**config.mk**
```make
export PLATFORM = sky130hd
export DESIGN_NAME = des_final_transp_tx
export DESIGN_NICKNAME = d
export VERILOG_FILES = /design/src/rtl/des_final_transp_tx.sv
export SDC_FILE = /design/constraint.sdc
export NUM_CORES = 1
export LEC_CHECK = 0
export ABC_AREA = 1
export CAP_MARGIN = 30
export CORE_UTILIZATION = 55
export DETAILED_ROUTE_END_ITERATION = 8
export GPL_TIMING_DRIVEN = 0
export PLACE_DENSITY = 0.85
export SETUP_SLACK_MARGIN = 0.02
export SKIP_CTS_REPAIR_TIMING = 1
export SYNTH_ARGS = -nofsm -noshare
export SYNTH_HDL_FRONTEND = slang
export SYNTH_SLANG_ARGS = --single-unit
```
**constraint.sdc**
```tcl
create_clock -name clk -period 1.8 [get_ports clk]
set_clock_uncertainty 0.05 [all_clocks]
set_input_delay 0.36 -clock clk [delete_from_list [all_inputs] [get_ports clk]]
set_output_delay 0.36 -clock clk [all_outputs]
set_load 0.05 [all_outputs]
```
**src/rtl/des_final_transp_tx.sv**
```systemverilog
// DES output stage: final swap (R16||L16), inverse initial permutation,
// and a valid/ready beat serializer for the 64-bit ciphertext.
// Bit convention: vector index i carries DES bit i+1.
module des_final_transp_tx #(
  parameter int CIPHER_WIDTH = 64,  // only 64 is meaningful
  parameter int OUT_WIDTH    = 8    // 8, 16, 32 or 64
) (
  input  logic                 clk,
  input  logic                 rst_n,
  input  logic                 in_valid,
  output logic                 in_ready,
  input  logic [31:0]          in_l,
  input  logic [31:0]          in_r,
  output logic                 out_valid,
  input  logic                 out_ready,
  output logic [OUT_WIDTH-1:0] out_data,
  output logic                 out_last
);

  localparam int BEATS = CIPHER_WIDTH / OUT_WIDTH;
  localparam int CNTW  = (BEATS > 1) ? $clog2(BEATS) : 1;
  localparam logic [CNTW-1:0] LAST_CNT = CNTW'(BEATS - 1);

  // IP^-1: c[i] = p[FP[i]-1]
  localparam int FP [64] = '{
    40,  8, 48, 16, 56, 24, 64, 32, 39,  7, 47, 15, 55, 23, 63, 31,
    38,  6, 46, 14, 54, 22, 62, 30, 37,  5, 45, 13, 53, 21, 61, 29,
    36,  4, 44, 12, 52, 20, 60, 28, 35,  3, 43, 11, 51, 19, 59, 27,
    34,  2, 42, 10, 50, 18, 58, 26, 33,  1, 41,  9, 49, 17, 57, 25
  };

  typedef enum logic {IDLE, SEND} state_t;

  state_t                  state;
  logic [CNTW-1:0]         cnt;
  logic [CIPHER_WIDTH-1:0] sr;       // sr[CIPHER_WIDTH-1-i] = c[i]; next beat sits at the top
  logic [CIPHER_WIDTH-1:0] perm;
  logic [CIPHER_WIDTH-1:0] sr_shift;
  logic [63:0]             p;
  logic                    accept;

  // Final swap: R16 occupies the low half (DES bits 1..32).
  assign p = {in_l, in_r};

  // Permutation is stored pre-reversed so each beat is a plain top slice,
  // which puts DES bit 1 at the MSB of beat 0.
  for (genvar i = 0; i < 64; i++) begin : g_fp
    assign perm[CIPHER_WIDTH-1-i] = p[FP[i]-1];
  end

  if (BEATS > 1) begin : g_shift
    assign sr_shift = {sr[CIPHER_WIDTH-OUT_WIDTH-1:0], {OUT_WIDTH{1'b0}}};
  end else begin : g_noshift
    assign sr_shift = '0;
  end

  // Ready comes straight from out_ready on the last beat so a new block can
  // be taken in the same cycle the previous one finishes.
  assign in_ready = (state == IDLE) || (out_last && out_ready);
  assign accept   = in_valid && in_ready;
  assign out_data = sr[CIPHER_WIDTH-1 -: OUT_WIDTH];

  // Serializer FSM with registered valid/last.
  always_ff @(posedge clk or negedge rst_n) begin
    if (!rst_n) begin
      state     <= IDLE;
      cnt       <= '0;
      sr        <= '0;
      out_valid <= 1'b0;
      out_last  <= 1'b0;
    end else if (accept) begin
      state     <= SEND;
      cnt       <= '0;
      sr        <= perm;
      out_valid <= 1'b1;
      out_last  <= (BEATS == 1);
    end else if (state == SEND && out_ready) begin
      if (out_last) begin
        state     <= IDLE;
        cnt       <= '0;
        sr        <= '0;
        out_valid <= 1'b0;
        out_last  <= 1'b0;
      end else begin
        cnt      <= cnt + 1'b1;
        sr       <= sr_shift;
        out_last <= ((cnt + 1'b1) == LAST_CNT);
      end
    end
  end

endmodule

```
==> flow_summary_export.csv <==
group,metric,value,unit
routing,wl_met2,4650,um
sta,setup_ws,-0.0807,ns
routing,drt-pass1-iter-count,7,
floorplanning,coreArea,6460,um^2
clock_tree,clockRootBuffer,"clkbuf_8",
pwr,intPower,4.49,mW
worst_setup_path,critPathKind,"primary input to primary output",
routing,drt-initial-drc-count,287,
worst_setup_path,r2r_slack,0.24,ns
floorplanning,io_pins,79,
global_routing,grt_antenna_before_repair,0,
worst_setup_path,cp-startpoint,"out_ready",
sta,tightest_slew,0.870,ns
sta,tns,-0.0807,ns
routing,final_antenna_net_count,0,
sta,clock.fmax,532,MHz
logic_synthesis,synth_top_area_frac,0.462,
layout,nFillCells,475,
routing,dr_wl_met3,546,um
logic_synthesis,synth.avg_cell_area,7.53,um^2
layout,nets,655,
worst_setup_path,worstSetupEndpointType,"primary output",
clock_tree,htree_levels,3,
layout,drive_above_1_share,0.0966,
logic_synthesis,synth_cell_type_count,15,
global_routing,grt-ovfl-total,0,
pwr,p_clk_frac,0.200,
logic_synthesis,ys_seq_area_frac,0.462,
worst_setup_path,r2r_start,"out_last",
logic_synthesis,synthTopCellsByArea,"dfrtp_1 46%, nand2_1 22%, nand3_1 12%, nand3b_1 8.6%, buf_4 3.0%",
sta,hold-worst-slack,0.0624,ns
floorplanning,fp-row-count,29,
pwr,p_sw_frac,0.411,
layout,areaGrowthSynthToFinish,30.7,%
pwr,vdd_drop_max,705,uV
routing,viasPerCell,5.37,
sta,hold_viol,0,
logic_synthesis,syn-cell-area,3740,um^2
sta,period_needed,1.88,ns
global_routing,grt_max_degree,70,
pwr,pwr-share-comb,0.453,
worst_setup_path,ff2ff_path_depth,7,
placed_design,portBuffers,78,
routing,dr.max_layer_used,"met4",
logic_synthesis,synth.net_count,567,
floorplanning,start_util,0.579,
job,cap_violations,0,
worst_setup_path,worst_ep_arrival_time,1.47,ns
sta,fin_crit_sh,1.04,
routing,drt_wl_total,9500,um
pwr,p_switching,3.13,mW
placed_design,gp_congestion,0.875,
logic_synthesis,synth-seq-cells,69,
min_path,hp-class,"primary input to asynchronous set/reset pin",
clock_tree,clock-sinks,69,
layout,n_antenna_cell,0,
sta,relSlewSlack,0.420,
clock_tree,insertion_delay,0.35,ns
clock_tree,clockBufferDepth,2,
floorplanning,die_w,84.5,um
layout,utilization,0.757,
pwr,power_frac_seq,0.347,
logic_synthesis,yosysTopAreaCell,"dfrtp_1",
pwr,power_density,1560,nW/um^2
floorplanning,dieArea,7140,um^2
routing,vias,3580,
logic_synthesis,yosysWarnings,0,
sta,setup_viol,1,
clock_tree,clkTransAtPathRegs,0.08,ns
worst_setup_path,startpoint_type,"primary input",
sta,rsz0062_at_grt,"true",
worst_setup_path,worstPathMaxFanout,19,
floorplanning,die_h,84.5,um
sta,drv_slew,0,
global_routing,grt_pass1_vias,3456,
routing,wl_met1,4100,um
worst_setup_path,setup.worst_path.end,"in_ready",
worst_setup_path,r2r_end,"sr[15]",
clock_tree,cts_tree,"done",
outcome,status,"finished with violations",
logic_synthesis,postSynthCellCount,497,
outcome,violations,"design-rule violations, negative setup slack",
global_routing,gr-usage-all-layers,0.283,
worst_setup_path,critPathRequiredTime,1.39,ns
routing,wl_per_cell,14.2,um
routing,route.detailed.drc,18,
placed_design,dp.final_hpwl,6540,um
clock_tree,cts_buffers,9,
global_routing,grt_pass1_wl,15900,um
pwr,p_leak,2.67,nW
-- per-stage QoR --
step	area, um^2	total power [mW]	worst slack, ns	instances
finish	4890	7.62	-0.0807	667
global route	4890	8.15	-0.103	667
CTS	4860	7.58	-0.981	668
detailed placement	4620	6.03	-0.926	652
global placement	4620	5.92	-2.21	652
floorplan	3740	5.05	0.159	497
-- metal layers --
metal | GRT usage | vias up
met1 | 0.376 | 1673
met2 | 0.463 | 133
li1 | - | 1754
met4 | 0.122 | 0
met3 | 0.0482 | 20
met5 | 0 | -
-- placed cells by master (no fill, tap or decap) --
cell             instances
buf_1                    5
buf_12                   1
buf_2                   17
buf_4                   15
buf_6                    3
bufinv_16                3
clkbuf_1                 7
clkbuf_2                 1
clkbuf_8                 9
clkdlybuf4s50_1         66
clkinv_2                 1
clkinv_4                 1
clkinvlp_4               1
dfrtp_1                 68
dfrtp_2                  1
dlymetal6s2s_1          10
ha_1                     2
inv_1                   15
nand2_1                224
nand2_2                  3
nand3_1                 90
nand3b_1                43
nor2_4                   1
o21ai_1                  2
xor2_1                   1
-- worst max-delay path, cell delays in order --
cell	delay, ns
clkdlybuf4s50_1	0.53
nand2_1	0.10
nand2_2	0.13
buf_12	0.17
buf_6	0.17
-- synth_stat cells --
master / instances
buf_1: 5
buf_2: 18
buf_4: 15
buf_6: 2
clkbuf_1: 7
dfrtp_1: 69
ha_1: 2
inv_1: 15
nand2_1: 224
nand2_2: 3
nand3_1: 90
nand3b_1: 43
nor2_4: 1
o21ai_1: 2
xor2_1: 1
-- cells by family (layout without fill, tap and decap cells) --
family / count (synthesis) / count (layout) / synth area share
AOI/OAI and AO/OA: 2 / 2 / 0.00268
buffers and inverters: 62 / 155 / 0.0873
xor gates and xnor gates: 1 / 1 / 0.00234
and+or+nand+nor: 361 / 361 / 0.439
DFF: 69 / 69 / 0.462
adders and majority gates: 2 / 2 / 0.00669
-- worst min path at each step --
stage,depth (start not counted),end,from
2_1_floorplan,0,cnt[0],rst_n
3_3_place_gp,2,sr[0],sr[0]
3_5_place_dp,2,sr[7],sr[7]
4_1_cts,1,sr[59],rst_n
5_1_grt,1,sr[59],rst_n
6_report,1,sr[59],rst_n
-- flip-flops by register name, summed over array words and instances (netlist names) --
name      count
out_last      1
state         1
cnt           3
sr           64
-- area by class of cell --
type / instances / area (um^2) / share of cell area
sequential: 69 / 1730 / 0.353
multi-input combinational: 366 / 1690 / 0.345
timing repair buffer: 78 / 805 / 0.164
buffer: 46 / 279 / 0.0570
clock buffer: 10 / 128 / 0.0261
clock inverter: 6 / 111 / 0.0228
tap: 77 / 96.3 / 0.0197
inverter: 15 / 56.3 / 0.0115
-- power groups by stage --
stage,registers [mW],clock network [mW],logic (mW)
after detailed placement,2.65,0,3.38
final,2.64,1.52,3.45
after global placement,2.63,0,3.30
after CTS,2.63,1.53,3.42
after global routing,2.70,1.60,3.85
after floorplan,2.59,0,2.45
No activity file was read; power rests on OpenSTA's default activity.
